File: src/rtl/cpu_core.sv
// Five-stage in-order MIPS-subset pipeline (IF, ID, EX, MEM, WB) with EX operand
// forwarding, a one-cycle load-use stall and branch resolution in EX.
module cpu_core #(
    parameter int ADDRESS_SIZE = 32,
    parameter int DATA_SIZE    = 32
) (
    input  logic                    clock,
    input  logic                    reset_n,
    output logic                    im_write_enable,
    output logic [ADDRESS_SIZE-1:0] im_write_address,
    output logic [DATA_SIZE-1:0]    im_write_data,
    output logic [ADDRESS_SIZE-1:0] im_read_address,
    input  logic [DATA_SIZE-1:0]    im_read_data,
    output logic                    dm_write_enable,
    output logic [ADDRESS_SIZE-1:0] dm_write_address,
    output logic [DATA_SIZE-1:0]    dm_write_data,
    output logic [ADDRESS_SIZE-1:0] dm_read_address,
    input  logic [DATA_SIZE-1:0]    dm_read_data
);

    typedef enum logic [3:0] {
        OP_NOP  = 4'd0,
        OP_ADD  = 4'd1,
        OP_SUB  = 4'd2,
        OP_AND  = 4'd3,
        OP_OR   = 4'd4,
        OP_SLT  = 4'd5,
        OP_ADDI = 4'd6,
        OP_LW   = 4'd7,
        OP_SW   = 4'd8,
        OP_BEQ  = 4'd9
    } opKind_t;

    localparam int REGS = 32;

    logic [ADDRESS_SIZE-1:0] pc_q, pc_d;
    logic [DATA_SIZE-1:0]    ifIdIr_q, ifIdIr_d;
    logic [ADDRESS_SIZE-1:0] ifIdPc_q, ifIdPc_d;

    logic [DATA_SIZE-1:0]    idExA_q, idExB_q, idExImm_q;
    logic [4:0]              idExRs_q, idExRt_q, idExRd_q;
    opKind_t                 idExOp_q;
    logic [ADDRESS_SIZE-1:0] idExPc_q;

    logic [DATA_SIZE-1:0]    exMemResult_q, exMemB_q;
    logic [4:0]              exMemDest_q;
    opKind_t                 exMemOp_q;
    logic                    exMemValid_q;

    logic [DATA_SIZE-1:0]    memWbResult_q, memWbData_q;
    logic [4:0]              memWbDest_q;
    opKind_t                 memWbOp_q;
    logic                    memWbValid_q;

    logic [DATA_SIZE-1:0]    regs_q [REGS];

    logic [4:0]              idRs, idRt, idRd;
    opKind_t                 idOp;
    logic [DATA_SIZE-1:0]    idImm, idRegA, idRegB;

    logic [DATA_SIZE-1:0]    exA, exB, exResult_d;
    logic [4:0]              exDest_d;
    logic                    exValid_d;
    logic                    branchTaken;
    logic [ADDRESS_SIZE-1:0] branchTarget;

    logic [4:0]              wbDest;
    logic [DATA_SIZE-1:0]    wbValue;
    logic                    wbWeEnable;

    logic                    loadUse, ex_stall_c, mem_stall_c, hold;

    function automatic opKind_t decodeOp(input logic [31:0] ir);
        opKind_t op;
        op = OP_NOP;
        case (ir[31:26])
            6'h00: begin
                case (ir[5:0])
                    6'h20:   op = OP_ADD;
                    6'h22:   op = OP_SUB;
                    6'h24:   op = OP_AND;
                    6'h25:   op = OP_OR;
                    6'h2A:   op = OP_SLT;
                    default: op = OP_NOP;
                endcase
            end
            6'h08:   op = OP_ADDI;
            6'h23:   op = OP_LW;
            6'h2B:   op = OP_SW;
            6'h04:   op = OP_BEQ;
            default: op = OP_NOP;
        endcase
        return op;
    endfunction

    assign im_write_enable  = 1'b0;
    assign im_write_address = '0;
    assign im_write_data    = '0;
    assign im_read_address  = pc_q;

    assign idRs  = ifIdIr_q[25:21];
    assign idRt  = ifIdIr_q[20:16];
    assign idRd  = ifIdIr_q[15:11];
    assign idOp  = decodeOp(ifIdIr_q[31:0]);
    assign idImm = {{(DATA_SIZE-16){ifIdIr_q[15]}}, ifIdIr_q[15:0]};

    // Register read sees a same-cycle WB write, so WB->ID needs no extra forwarding.
    always_comb begin
        idRegA = regs_q[idRs];
        idRegB = regs_q[idRt];
        if (wbWeEnable && (wbDest == idRs)) idRegA = wbValue;
        if (wbWeEnable && (wbDest == idRt)) idRegB = wbValue;
        if (idRs == 5'd0) idRegA = '0;
        if (idRt == 5'd0) idRegB = '0;
    end

    assign wbDest     = memWbDest_q;
    assign wbValue    = (memWbOp_q == OP_LW) ? memWbData_q : memWbResult_q;
    assign wbWeEnable = memWbValid_q && (wbDest != 5'd0);

    // A load in EX_MEM has no data yet; the load-use stall covers that case.
    always_comb begin
        exA = idExA_q;
        exB = idExB_q;
        if (exMemValid_q && (exMemOp_q != OP_LW) && (exMemDest_q != 5'd0) && (exMemDest_q == idExRs_q))
            exA = exMemResult_q;
        else if (memWbValid_q && (memWbDest_q != 5'd0) && (memWbDest_q == idExRs_q))
            exA = wbValue;
        if (exMemValid_q && (exMemOp_q != OP_LW) && (exMemDest_q != 5'd0) && (exMemDest_q == idExRt_q))
            exB = exMemResult_q;
        else if (memWbValid_q && (memWbDest_q != 5'd0) && (memWbDest_q == idExRt_q))
            exB = wbValue;
    end

    always_comb begin
        exResult_d = '0;
        exDest_d   = 5'd0;
        exValid_d  = 1'b0;
        case (idExOp_q)
            OP_ADD: begin
                exResult_d = exA + exB;
                exDest_d   = idExRd_q;
                exValid_d  = 1'b1;
            end
            OP_SUB: begin
                exResult_d = exA - exB;
                exDest_d   = idExRd_q;
                exValid_d  = 1'b1;
            end
            OP_AND: begin
                exResult_d = exA & exB;
                exDest_d   = idExRd_q;
                exValid_d  = 1'b1;
            end
            OP_OR: begin
                exResult_d = exA | exB;
                exDest_d   = idExRd_q;
                exValid_d  = 1'b1;
            end
            OP_SLT: begin
                exResult_d = {{(DATA_SIZE-1){1'b0}}, ($signed(exA) < $signed(exB))};
                exDest_d   = idExRd_q;
                exValid_d  = 1'b1;
            end
            OP_ADDI, OP_LW: begin
                exResult_d = exA + idExImm_q;
                exDest_d   = idExRt_q;
                exValid_d  = 1'b1;
            end
            OP_SW: begin
                exResult_d = exA + idExImm_q;
            end
            default: begin
                exResult_d = '0;
            end
        endcase
    end

    // idExPc_q already holds the BEQ address + 1.
    assign branchTaken  = (idExOp_q == OP_BEQ) && (exA == exB);
    assign branchTarget = idExPc_q + {{(ADDRESS_SIZE-16){idExImm_q[15]}}, idExImm_q[15:0]};

    assign loadUse     = (idExOp_q == OP_LW) && ((idExRt_q == idRs) || (idExRt_q == idRt));
    assign ex_stall_c  = loadUse && !branchTaken;
    assign mem_stall_c = 1'b0;
    assign hold        = ex_stall_c || mem_stall_c;

    always_comb begin
        pc_d     = pc_q + ADDRESS_SIZE'(1);
        ifIdIr_d = im_read_data;
        ifIdPc_d = pc_q + ADDRESS_SIZE'(1);
        if (branchTaken) begin
            pc_d     = branchTarget;
            ifIdIr_d = '0;
            ifIdPc_d = '0;
        end else if (hold) begin
            pc_d     = pc_q;
            ifIdIr_d = ifIdIr_q;
            ifIdPc_d = ifIdPc_q;
        end
    end

    assign dm_read_address  = ADDRESS_SIZE'(exMemResult_q);
    assign dm_write_address = ADDRESS_SIZE'(exMemResult_q);
    assign dm_write_data    = exMemB_q;
    assign dm_write_enable  = reset_n && (exMemOp_q == OP_SW);

    always_ff @(posedge clock) begin
        if (!reset_n) begin
            pc_q          <= '0;
            ifIdIr_q      <= '0;
            ifIdPc_q      <= '0;
            idExA_q       <= '0;
            idExB_q       <= '0;
            idExImm_q     <= '0;
            idExRs_q      <= 5'd0;
            idExRt_q      <= 5'd0;
            idExRd_q      <= 5'd0;
            idExOp_q      <= OP_NOP;
            idExPc_q      <= '0;
            exMemResult_q <= '0;
            exMemB_q      <= '0;
            exMemDest_q   <= 5'd0;
            exMemOp_q     <= OP_NOP;
            exMemValid_q  <= 1'b0;
            memWbResult_q <= '0;
            memWbData_q   <= '0;
            memWbDest_q   <= 5'd0;
            memWbOp_q     <= OP_NOP;
            memWbValid_q  <= 1'b0;
            for (int i = 0; i < REGS; i++) regs_q[i] <= '0;
        end else begin
            pc_q     <= pc_d;
            ifIdIr_q <= ifIdIr_d;
            ifIdPc_q <= ifIdPc_d;

            idExA_q   <= idRegA;
            idExB_q   <= idRegB;
            idExImm_q <= idImm;
            idExPc_q  <= ifIdPc_q;
            if (branchTaken || hold) begin
                idExOp_q <= OP_NOP;
                idExRs_q <= 5'd0;
                idExRt_q <= 5'd0;
                idExRd_q <= 5'd0;
            end else begin
                idExOp_q <= idOp;
                idExRs_q <= idRs;
                idExRt_q <= idRt;
                idExRd_q <= idRd;
            end

            exMemResult_q <= exResult_d;
            exMemB_q      <= exB;
            exMemDest_q   <= exDest_d;
            exMemOp_q     <= idExOp_q;
            exMemValid_q  <= exValid_d;

            memWbResult_q <= exMemResult_q;
            memWbData_q   <= dm_read_data;
            memWbDest_q   <= exMemDest_q;
            memWbOp_q     <= exMemOp_q;
            memWbValid_q  <= exMemValid_q;

            if (wbWeEnable) regs_q[wbDest] <= wbValue;
        end
    end

endmodule

File: config.mk
export PLATFORM = sky130hd
export DESIGN_NAME = cpu_core
export DESIGN_NICKNAME = d
export VERILOG_FILES = /design/src/rtl/cpu_core.sv
export SDC_FILE = /design/constraint.sdc
export NUM_CORES = 2
export LEC_CHECK = 0
export CAP_MARGIN = 20
export CORE_ASPECT_RATIO = 0.9
export CORE_MARGIN = 2
export CORE_UTILIZATION = 34
export DETAILED_ROUTE_END_ITERATION = 16
export PLACE_DENSITY = 0.51
export SLEW_MARGIN = 20
export SYNTH_ARGS = -nofsm -noshare
export SYNTH_HDL_FRONTEND = slang
export SYNTH_SLANG_ARGS = --single-unit
File: constraint.sdc
create_clock -name clock -period 8.3 [get_ports clock]
set_clock_uncertainty 0.05 [all_clocks]
set_input_delay 1.66 -clock clock [delete_from_list [all_inputs] [get_ports clock]]
set_output_delay 1.66 -clock clock [all_outputs]
set_load 0.02 [all_outputs]
# Word-level counts from Yosys, hierarchy flattened
# Memories as Yosys holds them, arrays and structs flattened. A register that Yosys moved wholly into a read port is not among the register bits.
# Index checks and enable logic that the tools add are counted.
# totals
output_inout_bits	194
register_bits	311
elab_cells	105
rom_bits	0
mem_bits_rw	1024
latchBits	0
mem_count	1
inputBits	66
# classes
magnitude_cmp	1
div_mod_pow	0
n_shift	0
mux	19
bitwise	3
add_sub_neg	5
eq_ne	29
n_mul	0
reduce_logical	28
# memory_table
name	depth	word_bits	rd	rd_clocked_by_memory_dff	write_ports	line	rtl
regs_q	32	32	2	2	32	55	logic [DATA_SIZE-1:0] regs_q [REGS];
# ops
operator	n
$mux 32	8
$pmux 32 s6	1
$add 32x32->32	3
$eq 6x6->1 const B	7
$add 32x1->32 const B	1
$and 32x32->32	1
$eq 32x32->1	1
$lt 32x32->1	1
$or 32x32->32	1
$reduce_or 32->1	1
$sub 32x32->32	1
$eq 5x5->1	6
$eq 4x3->1 const B	5
$pmux 4 s5	1
$pmux 3 s5	1
$eq 4x4->1 const B	3
$logic_and 1x1->1	11
$logic_not 5->1	2
$pmux 5 s2	1
$reduce_bool 5->1	2
$reduce_or 2->1	5
$eq 4x2->1 const B	2
$reduce_or 7->1	1
$eq 6x3->1 const B	1
12 further kinds	18

# Longest topological paths before layout
# depth
ltp_word	11
depth_mapped	22

# Least setup slack after synthesis
# Ideal clock, no wire load.
# synth_path
kind	input to output
from	input reset_n
to	output dm_write_enable
setup_slack_ns	3.821
arrival_ns	2.769
cell_stages	3
path_buffers	1
required_time_ns	6.590
path_cell_list	clkbuf_1 > and2_1 > nor4b_1
# synth_via
elab_chain_len	1
# synth_rtl
element	line	rtl
start: declaration	8	input logic reset_n,
$logic_and 1x1->1	206	assign dm_write_enable = reset_n && (exMemOp_q == OP_SW);
end: declaration	14	output logic dm_write_enable,
# No other way between the ends.

# Worst setup path in the final report
# layout_path
from	register memWbOp_q[3]
to	register exMemResult_q[0], in the netlist dm_read_address[0]
# layout_via
elab_chain_len	6
# layout_rtl
element	line	rtl
start: declaration	52	opKind_t memWbOp_q;
start signal: assignment	262	memWbOp_q <= exMemOp_q;
$eq 4x3->1 (*)	118	assign wbValue = (memWbOp_q == OP_LW) ? memWbData_q : memWbResult_q;
$mux 32 (*)	118	
$mux 32 (on tied branches)	127, 131	
$mux 32 (on tied branches)	125, 129	
$add 32x32->32, or another cell as far along	166, 171	
$pmux 32 s6 (*)	139	case (idExOp_q)
end signal: assignment	253	exMemResult_q <= exResult_d;
end: declaration	45	logic [DATA_SIZE-1:0] exMemResult_q, exMemB_q;
# Mark *: on every way between the ends. The rest lies on a longest branch, timed or not.
# A chain may end at the register's enable or synchronous reset.

==> impl_metrics.csv <==
group,metric,value,unit
floorplan,design.die.area,220000,sq um
synth,synth_edf_count,1024,
global_routing,grt_max_degree,76,
routing,wl_per_cell,28.6,um
routing,drtIter0Drc,6052,
timing,whs,0.395,ns
power,p_leak,28.4,nW
timing,setup_viol,0,
floorplan,fp.dieH,446,um
floorplan,start_util,0.341,
timing,period_share,0.767,
global_routing,antenna_found_initial,5,
cts,clk-insertion-delay-late,0.81,ns
routing,drtAntennaViolNets,0,
critical_path,crit_path_end_kind,"register",
timing,rsz0062_at_grt,"false",
synth,yosysMostFrequentCell,"nor2_1",
critical_path,crit_required,8.92,ns
synth,yosys_warnings,0,
layout,fill_cells,20500,
routing,dr.pass1.iters,5,
floorplan,rows,162,
critical_path,critPathKind,"reg -> reg",
layout,layout.nets,6485,
synth,yosysSeqAreaShare,0.519,
synth,synth_area,73600,sq um
critical_path,slowest_stage,"nand4b_1",
timing,slew_headroom,0.186,
routing,vias_per_cell,5.71,
cts,cts_hold_buffers,0,
layout,multi_input_area,33200,sq um
routing,drcViolationCount,0,
synth,synth_seq_cells,1399,
global_routing,grt_pass1_wl,377000,um
min_path,hold_path_class,"reg -> reg",
synth,yosysTopAreaCell,"edfxtp_1",
cts,post_cts_resize_count,0,
synth,synthTopCellsByCount,"1350 x nor2_1, 1024 x edfxtp_1, 470 x mux4_2",
critical_path,max_stage_delay,0.80,ns
critical_path,cp-start-kind,"register",
cts,root_buffer,"clkbuf_16",
floorplan,die_w,495,um
synth,syn_area_per_cell,11.8,sq um
floorplan,io_pins,260,
layout,drive_gt1_frac,0.174,
timing,maxSlewViolCount,0,
global_routing,overflow,0,
critical_path,arrival,6.98,ns
cts,clkTransAtPathRegs,0.06,ns
placement,hpwl,165000,um
layout,diodes,0,
power,ir_drop,0.190,mV
cts,postCtsSetupBuffers,0,
cts,clockBufferDepth,3,
layout,largest_register,"regs_q",
routing,wirelength,264000,um
synth,synthCells,6257,
timing,period_minus_slack,6.36,ns
timing,finalHoldViolCount,0,
cts,cts.sinks,1399,
routing,via_count,52800,
power,power_density,204,nW/um^2
job,cap_violations,0,
floorplan,design.core.area,216000,sq um
timing,clock.fmax,157,MHz
layout,largest_reg_flops,1024,
synth,async_reset_ff_frac,0,
cts,cts-buffers-inserted,163,
global_routing,grt_pass1_vias,51400,
placement,gp_congestion,0.916,
timing,tightest_slew,1.22,ns
global_routing,track_usage,0.235,
synth,synth.area.top_cells,"edfxtp_1 42%, mux4_2 14%, dfxtp_1 10%",
critical_path,worstPathMaxFanout,35,
synth,synth_cell_types,99,
synth,synth_top_area_frac,0.418,
cts,cts_tree,"done",
synth,yosys_most_used_dff,"edfxtp_1",
layout,register_area,38300,sq um
placement,port_buffers,194,
layout,syn2layout_area_growth,14.3,%
timing,timing.setup.tns,0,ns
cts,htreeDepth,4,
critical_path,crit_chain,"nand4b_1, buf_12, mux2i_4, buf_4, nand2_1, o21ai_0, o21ai_0, inv_1, ha_1, fa_1, o21bai_1, a211oi_1, o21bai_1, a31oi_4, o31ai_1, o41ai_2, o41ai_1, a21o_1, a21oi_1",
outcome,status,"finished clean",
## routing by layer
layer,up-vias,GRT usage,wire (um)
met1,27100,0.323,111000
met4,2,0.0641,7030
met3,427,0.0477,23000
li1,22800,-,-
met5,-,0,12
met2,2472,0.377,123000
## critical path: cells and delay by family, from the launching register on
kind	cells	cell delay, ns
buffers and inverters	3	0.90
adders and majority gates	2	0.69
muxes	1	0.22
DFF	1	0.29
and+or+nand+nor	2	0.92
AOI/OAI and AO/OA	11	3.13
## power by group
group,internal (mW),switching [mW]
registers,7.73,0.174
clock network,4.21,3.00
logic,0.804,1.25
## area by class of cell
type / count / area share
Sequential cell: 1399 / 0.455
Multi-Input combinational cell: 4230 / 0.394
Clock buffer: 222 / 0.0537
Inverter: 92 / 0.00413
Timing Repair Buffer: 371 / 0.0419
Tap cell: 2870 / 0.0427
Clock inverter: 71 / 0.00877
## logic make-up after synthesis
family,after synthesis,synth area share
multiplexers,753,0.183
adder cells (fa/ha/maj),162,0.0278
flip-flops,1399,0.519
AO/OA/AOI/OAI,961,0.0838
XOR/XNOR,145,0.0172
other,1,0.0000509
AND/OR/NAND/NOR,2112,0.123
buffers and inverters,724,0.0449
## through the flow
step	util	setup WS [ns]	power [mW]	instances	area [sq um]
floorplan	-	3.82	9.34	6353	74000
global placement	0.364	1.97	10.0	8953	78700
detailed placement	0.365	1.80	10.1	8957	78800
CTS	0.389	1.78	17.2	9250	84100
global route	0.390	1.59	17.7	9255	84200
finish	0.390	1.94	17.2	9255	84200
## placed cells by master, fill, tap and decap left out, drive strengths merged, types with 11 or more instances in the layout
cell type	count
a211oi	88
a21o	35
a21oi	278
a221o	13
a221oi	77
a22oi	11
a31oi	19
and2	141
and3	36
buf	176
bufinv	13
clkbuf	224
clkdlybuf4s50	193
clkinv	49
conb	97
dfxtp	375
edfxtp	1024
ha	159
inv	100
mux2	75
mux2i	208
mux4	470
nand2	353
nand2b	48
nand3	48
nand3b	12
nor2	1351
nor2b	21
nor3	33
nor3b	11
nor4	12
o211ai	41
o21a	21
o21ai	210
o21bai	13
o221ai	31
o22ai	68
o31ai	12
xnor2	93
xor2	52
## path summary, 6_finish.rpt
check	from	to	slack [ns]	cells past startpoint
min	ifIdPc_q[16]$_SDFFE_PP0N_	ifIdPc_q[16]$_SDFFE_PP0N_	0.40	2
max reg2reg	memWbOp_q[3]$_SDFF_PN0_	dm_read_address[0]$_SDFF_PN0_	1.94	19
min reg2reg	ifIdPc_q[16]$_SDFFE_PP0N_	ifIdPc_q[16]$_SDFFE_PP0N_	0.40	2
max	memWbOp_q[3]$_SDFF_PN0_	dm_read_address[0]$_SDFF_PN0_	1.94	19
Note: power is estimated with default switching activity, not from simulation.
